File: config.mk
export PLATFORM = sky130hd
export DESIGN_NAME = ps2_host_tx
export DESIGN_NICKNAME = d
export VERILOG_FILES = /design/src/rtl/ps2_host_tx.sv
export SDC_FILE = /design/constraint.sdc
export NUM_CORES = 1
export LEC_CHECK = 0
export BUFFER_PORTS_ARGS = -buffer_cell sky130_fd_sc_hd__buf_2
export CAP_MARGIN = 10
export CORE_MARGIN = 3
export CORE_UTILIZATION = 40
export DETAILED_ROUTE_END_ITERATION = 6
export HOLD_SLACK_MARGIN = 0.15
export PLACE_DENSITY = 0.53
export SYNTH_ARGS = -nofsm -noshare
export SYNTH_HDL_FRONTEND = slang
export SYNTH_SLANG_ARGS = --single-unit
export TNS_END_PERCENT = 30
File: constraint.sdc
create_clock -name clk -period 3.17 [get_ports clk]
set_clock_uncertainty 0.1 [all_clocks]
set_input_delay 0.1585 -clock clk [delete_from_list [all_inputs] [get_ports clk]]
set_output_delay 0.1585 -clock clk [all_outputs]
set_load 0.005 [all_outputs]
File: src/rtl/ps2_host_tx.sv
`timescale 1ns / 1ps
`default_nettype none
// ============================================================================
//  Module   : ps2_host_tx
//  Purpose  : PS/2 host-to-device command transmitter with ACK check.
//  Revision : 1.0
// ============================================================================
module ps2_host_tx #(
   parameter int counterBits   = 16,
   parameter int inhibitCycles = 400,
   parameter int rtsCycles     = 4,
   parameter int timeoutCycles = 60000
) (
   input  logic       clk,
   input  logic       reset,
   input  logic [7:0] data,
   input  logic       load,
   input  logic       ps2ClkIn,
   input  logic       ps2DataIn,
   output logic       ps2ClkDriveLow,
   output logic       ps2DataDriveLow,
   output logic       busy,
   output logic       done,
   output logic       ackOk,
   output logic       error
);

   typedef enum logic [2:0] {
      ST_IDLE      = 3'd0,
      ST_INHIBIT   = 3'd1,
      ST_RTS       = 3'd2,
      ST_SEND      = 3'd3,
      ST_WAIT_ACK  = 3'd4,
      ST_WAIT_IDLE = 3'd5
   } state_t;

   localparam logic [counterBits-1:0] c_inhibit_last = counterBits'(inhibitCycles - 1);
   localparam logic [counterBits-1:0] c_rts_last     = counterBits'(rtsCycles - 1);
   localparam logic [counterBits-1:0] c_timeout_last = counterBits'(timeoutCycles - 1);

   state_t                 state_q, state_d;
   logic [counterBits-1:0] counter_q, counter_d;
   logic [3:0]             bit_count_q, bit_count_d;
   logic [9:0]             shift_q, shift_d;
   logic                   clk_drive_q, clk_drive_d;
   logic                   data_drive_q, data_drive_d;
   logic                   done_q, done_d;
   logic                   ack_ok_q, ack_ok_d;
   logic                   error_q, error_d;
   logic                   clk_s1_q, clk_s1_d, clk_s2_q, clk_s2_d, clk_prev_q, clk_prev_d;
   logic                   data_s1_q, data_s1_d, data_s2_q, data_s2_d;
   logic                   w_fall;
   logic                   w_timeout;

   // Synchronizers rest at 1 (idle bus) so reset never fakes a falling edge.
   always_ff @(posedge clk) begin
      if (reset) begin
         state_q      <= ST_IDLE;
         counter_q    <= '0;
         bit_count_q  <= '0;
         shift_q      <= '1;
         clk_drive_q  <= 1'b0;
         data_drive_q <= 1'b0;
         done_q       <= 1'b0;
         ack_ok_q     <= 1'b0;
         error_q      <= 1'b0;
         clk_s1_q     <= 1'b1;
         clk_s2_q     <= 1'b1;
         clk_prev_q   <= 1'b1;
         data_s1_q    <= 1'b1;
         data_s2_q    <= 1'b1;
      end else begin
         state_q      <= state_d;
         counter_q    <= counter_d;
         bit_count_q  <= bit_count_d;
         shift_q      <= shift_d;
         clk_drive_q  <= clk_drive_d;
         data_drive_q <= data_drive_d;
         done_q       <= done_d;
         ack_ok_q     <= ack_ok_d;
         error_q      <= error_d;
         clk_s1_q     <= clk_s1_d;
         clk_s2_q     <= clk_s2_d;
         clk_prev_q   <= clk_prev_d;
         data_s1_q    <= data_s1_d;
         data_s2_q    <= data_s2_d;
      end
   end

   always_comb begin
      clk_s1_d   = ps2ClkIn;
      clk_s2_d   = clk_s1_q;
      clk_prev_d = clk_s2_q;
      data_s1_d  = ps2DataIn;
      data_s2_d  = data_s1_q;
   end

   assign w_fall    = clk_prev_q & ~clk_s2_q;
   assign w_timeout = (counter_q == c_timeout_last);

   always_comb begin
      state_d      = state_q;
      counter_d    = counter_q;
      bit_count_d  = bit_count_q;
      shift_d      = shift_q;
      clk_drive_d  = clk_drive_q;
      data_drive_d = data_drive_q;
      done_d       = 1'b0;
      ack_ok_d     = ack_ok_q;
      error_d      = error_q;

      case (state_q)
         ST_IDLE: begin
            clk_drive_d  = 1'b0;
            data_drive_d = 1'b0;
            if (load) begin
               shift_d     = {1'b1, ~^data, data};
               ack_ok_d    = 1'b0;
               error_d     = 1'b0;
               counter_d   = '0;
               clk_drive_d = 1'b1;
               state_d     = ST_INHIBIT;
            end
         end

         ST_INHIBIT: begin
            if (counter_q == c_inhibit_last) begin
               counter_d    = '0;
               data_drive_d = 1'b1;
               state_d      = ST_RTS;
            end else begin
               counter_d = counter_q + 1'b1;
            end
         end

         ST_RTS: begin
            if (counter_q == c_rts_last) begin
               counter_d   = '0;
               clk_drive_d = 1'b0;
               bit_count_d = '0;
               state_d     = ST_SEND;
            end else begin
               counter_d = counter_q + 1'b1;
            end
         end

         ST_SEND, ST_WAIT_ACK, ST_WAIT_IDLE: begin
            counter_d = counter_q + 1'b1;
            // Timeout is checked before any clock edge so it takes priority.
            if (w_timeout) begin
               clk_drive_d  = 1'b0;
               data_drive_d = 1'b0;
               error_d      = 1'b1;
               ack_ok_d     = 1'b0;
               done_d       = 1'b1;
               counter_d    = '0;
               state_d      = ST_IDLE;
            end else if (state_q == ST_SEND) begin
               if (w_fall) begin
                  data_drive_d = ~shift_q[0];
                  shift_d      = {1'b1, shift_q[9:1]};
                  bit_count_d  = bit_count_q + 1'b1;
                  if (bit_count_q == 4'd9) begin
                     state_d = ST_WAIT_ACK;
                  end
               end
            end else if (state_q == ST_WAIT_ACK) begin
               if (w_fall) begin
                  ack_ok_d = ~data_s2_q;
                  error_d  = data_s2_q;
                  state_d  = ST_WAIT_IDLE;
               end
            end else begin
               if (clk_s2_q && data_s2_q) begin
                  done_d    = 1'b1;
                  counter_d = '0;
                  state_d   = ST_IDLE;
               end
            end
         end

         default: begin
            clk_drive_d  = 1'b0;
            data_drive_d = 1'b0;
            state_d      = ST_IDLE;
         end
      endcase
   end

   assign ps2ClkDriveLow  = clk_drive_q;
   assign ps2DataDriveLow = data_drive_q;
   assign busy            = (state_q != ST_IDLE);
   assign done            = done_q;
   assign ackOk           = ack_ok_q;
   assign error           = error_q;

endmodule
`default_nettype wire

== Word level (Yosys, flattened, before mapping) ==
Cells that the tools add are included.
Operators by class
  equal/unequal tests: 24
  add/subtract/negate cells: 2
  bitwise operators: 7
  mux-type cells: 53
  reductions and logical operators: 16
Operators by type and width (number)
  16-bit two-way mux: 7
  16-bit one-hot mux with 4 select lines: 1
  10-bit two-way mux: 4
  3-bit two-way mux: 10
  1-bit two-way mux: 20
  10-bit one-hot mux with 2 select lines: 1
  16-bit by 1-bit adder with 16-bit output, second input constant: 1
  16-bit == test, second input constant: 1
  16-bit by 2-bit == test with 1-bit output, second input constant: 1
  16-bit by 9-bit == test with 1-bit output, second input constant: 1
  4-bit two-way mux: 4
  5-bit AND reduction: 3
  2-bit != test, second input constant: 7
  3-bit != test, second input constant: 4
  4-bit != test, second input constant: 3
  3-bit one-hot mux with 4 select lines: 1
  4-bit one-hot mux with 2 select lines: 1
  8-bit XNOR reduction: 1
  7-bit AND reduction: 1
  3-bit by 2-bit == test with 1-bit output, second input constant: 2
  3-bit == test, second input constant: 2
  1-bit inverter: 6
  5-bit != test, second input constant: 1
  4-bit by 1-bit adder with 4-bit output, second input constant: 1
  16 further kinds: 18
Storage, ports and cells
  bits of input ports: 13
  word-level logic and storage cells: 116
  flip-flop bits (word level): 43
  output and inout port bits: 6

== Depth between registers and ports, before layout ==
  word-level depth: 7
  mapped depth: 7

== Worst setup path before layout ==
No wires, ideal clock.
  path type: flip-flop to flip-flop
  start point: reg counter_q[0]
  end point: reg counter_q[6]
  data required time: 2.955 ns
  arrival time: 2.153 ns
  cell stages (with the launch flop): 8
  setup slack: 0.802 ns
  path buffers: 1
  clock period less this slack: 2.368 ns
  setup time: 0.115 ns
  path through: dfxtp_1 ha_1 or4b_4 nor4_2 o32ai_1 o31ai_4 buf_6 nor2_1
On the way
  cells in the longest elaborated chain, start to end: 6
  elaborated cells on any way between the ends: 11
  classes of those cells: add/sub: 1; eq/ne: 3; mux: 7
Ends and longest elaborated chain
  from (decl): line 42  | logic [counterBits-1:0] counter_q, counter_d;
  from (signal assigned): line 74  | counter_q <= counter_d;
  16-bit by 1-bit adder with 16-bit output: line 132, 143, 148
  16-bit two-way mux: line 174  | if (clk_s2_q && data_s2_q) begin
  16-bit two-way mux: line 167  | end else if (state_q == ST_WAIT_ACK) begin
  16-bit two-way mux: line 158  | end else if (state_q == ST_SEND) begin
  16-bit two-way mux: line 150  | if (w_timeout) begin
  16-bit one-hot mux with 4 select lines *: line 112  | case (state_q)
Mark *: on every way between the ends. The rest lies on a longest branch, timed or not.
A chain may end at the register's enable or synchronous reset.

== Worst setup path in the final report ==
  start point: reg counter_q[0]
  end point: reg counter_q[4]
The elaborated chain is that of the path after synthesis.

==> flow_summary.json <==
{
  "syn_inst": 273,
  "coreArea_um2": 5300,
  "ys.flop_type": "dfxtp_1",
  "ys_top_cells_by_area": "dfxtp_1, xnor2_1, nor2_1",
  "synth_edf_count": 0,
  "io_buffers": 18,
  "grt_overflow": 0,
  "die_w_um": 81.6,
  "start_util_pct": 43.1,
  "clock_latency_ns": 0.29,
  "path_cells": "ha_1, or4b_4, nor4_2, o32ai_1, o31ai_4, buf_4, nor2_1",
  "worst-r2r-setup-slack_ns": 0.44,
  "vias_per_cell": 5.49,
  "yosysUniqueCellTypes": 49,
  "dpl.cell_count": 353,
  "design_area_um2": 2640,
  "leakage_uw": 0.000921,
  "power_density_nw_per_um2": 613,
  "synth-seq-cells": 42,
  "fin_setup_tns_ns": 0,
  "fillers": 533,
  "status": "completed",
  "syn_to_final_growth_pct": 15.8,
  "antennaDiodeCount": 0,
  "drive_gt1_share_pct": 16.7,
  "cts_max_level": 2,
  "crit_arrival_ns": 2.81,
  "seq_area_frac_synth_pct": 36.8,
  "yosysTopAreaCell": "dfxtp_1",
  "die_h_um": 81.6,
  "synthesis.nets": 289,
  "clockBufferDepth": 2,
  "ys_top_cells_by_count": "dfxtp_1, nor2_1, nand2_1",
  "cp.buffers_inverters": 1,
  "grt_start_max_net_pins": 18,
  "ant_nets": 0,
  "power_frac_seq_pct": 41.2,
  "end_kind": "register",
  "start_kind": "register",
  "cts_sinks": 42,
  "wl_um": 5030,
  "total_power_uw": 1620,
  "grt_usage_pct": 17.2,
  "tightest_slew_ns": 0.631,
  "antenna_found_initial": 0,
  "synth_top_area_share_pct": 36.8,
  "period_minus_slack_ns": 2.73,
  "final_max_slew_viol_count": 0,
  "p_int_uw": 1070,
  "row_count": 26,
  "slowest_stage": "or4b_4",
  "wl_per_cell_um": 13.6,
  "p_clk_share_pct": 25.3,
  "cp_max_fo": 9,
  "path_clk_slew_ns": 0.08,
  "syn_avg_cell_area_um2": 8.36,
  "hold_viol_final": 0,
  "instances_no_fill": 370,
  "slew_headroom_pct": 57.8,
  "finalCritPeriodShare_pct": 86.1,
  "cpPeakStageDelay_ns": 0.51,
  "nets": 315,
  "place_hpwl_um": 3530,
  "ir_drop_v": 0.000369,
  "clockRootBuffer": "clkbuf_8",
  "grt_pass1_vias": 1920,
  "synth_area_um2": 2280,
  "dieArea_um2": 6650,
  "yosys_warnings": 0,
  "p_sw_uw": 554,
  "first_pass_iters": 4,
  "async_flop_share_pct": 0,
  "ios": 19,
  "setup_viol": 0,
  "cts_made_buffers": 5,
  "grt_pass1_wl_um": 9030,
  "placed_area_um2": 2440,
  "holdCritPathClass": "primary input to register",
  "criticalPathCategory": "register to register",
  "cp_top_family": "simple AND/OR/NAND/NOR gates",
  "switching_share_pct": 34.2,
  "max_freq_mhz": 366,
  "combPwrFrac_pct": 33.5,
  "vias": 2030,
  "yosysMostFrequentCell": "dfxtp_1",
  "routabilityCongestion": 0.829,
  "rsz0062_at_grt": "false",
  "drt_iter0_drc": 128,
  "cts_tree": "yes",
  "route.detailed.drc": 0,
  "drv_cap": 0,
  "worstPathRequired_ns": 3.25
}
state kept, by name, summed over array words and instances, names as in the netlist:
name             flops
ps2DataDriveLow      1
clk_prev_d           1
error                1
data_s2_q            1
shift_q              9
state_q              3
data_s1_q            1
done                 1
ackOk                1
counter_q           16
clk_s1_q             1
clk_prev_q           1
ps2ClkDriveLow       1
bit_count_q          4
area by class of cell:
class                      count  area (um2)  area share, %
clock buffer                   5        68.8           2.60
tap                           70        87.6           3.31
sequential                    42         841           31.8
clock inverter                 3        40.0           1.51
inverter                       5        18.8          0.710
multi-input combinational    211        1360           51.3
timing repair buffer          34         233           8.80
worst register-to-register path, stage by stage (launching register included):
cell	delay, ns
dfxtp_1	0.39
ha_1	0.27
or4b_4	0.51
nor4_2	0.39
o32ai_1	0.23
o31ai_4	0.44
buf_4	0.24
nor2_1	0.06
routing by layer:
| metal | up-vias | global-route usage (%) | routed length, um |
|---|---|---|---|
| li1 | 1032 | - | - |
| met1 | 961 | 23.4 | 2540 |
| met2 | 29 | 27.6 | 2310 |
| met3 | 8 | 3.62 | 122 |
| met4 | 0 | 4.73 | 63 |
| met5 | - | 0 | 0 |
logic make-up after synthesis:
family | after synthesis | synth area share, %
fa+ha+maj | 3 | 1.64
xor+xnor | 21 | 8.05
buf+inv | 20 | 3.84
simple gates | 125 | 30.5
compound gates | 58 | 17.4
mux | 4 | 1.75
flops | 42 | 36.8
cell usage in the layout (no fill, tap or decap), types with 5 or more instances in the layout:
master,netlist,final
a21oi_1,10,10
buf_2,3,18
buf_4,0,7
clkbuf_8,0,5
dfxtp_1,42,42
dlygate4sd3_1,0,9
inv_1,5,5
nand2_1,21,21
nand3_1,10,10
nand4_1,6,6
nor2_1,35,35
nor3_1,11,11
o21ai_0,16,16
o311ai_0,8,8
or2_2,7,7
or4_1,7,7
xnor2_1,18,18
path summary, 6_finish.rpt:
| path | depth (start not counted) | to | start |
|---|---|---|---|
| worst max register to register | 7 | counter_q[4] | counter_q[0] |
| worst min register to register | 1 | data_s2_q | data_s1_q |
| worst max-delay path | 7 | counter_q[4] | counter_q[0] |
| worst min-delay path | 2 | counter_q[7] | reset |
through the flow:
stage,setup slack (ns),hold WS [ns],utilization (%)
2_1_floorplan,0.802,0.162,-
3_3_place_gp,0.538,0.240,46.1
3_5_place_dp,0.480,0.243,46.1
4_1_cts,0.449,0.151,49.9
5_1_grt,0.307,0.173,49.9
6_report,0.440,0.158,49.9
power groups by stage:
stage | Clock (uW) | Combinational, uW | Sequential (uW)
3_5_place_dp | 0 | 530 | 677
6_report | 410 | 542 | 667
4_1_cts | 427 | 545 | 666
3_3_place_gp | 0 | 534 | 681
2_1_floorplan | 0 | 435 | 642
5_1_grt | 446 | 611 | 680
repair_timing:
| item | CTS | global route |
|---|---|---|
| resized for setup | 0 | 0 |
| setup buffers | 0 | 0 |
| hold endpoints to repair | 8 | 0 |
| hold buffers | 9 | 0 |
No activity file was read; power rests on OpenSTA's default activity.
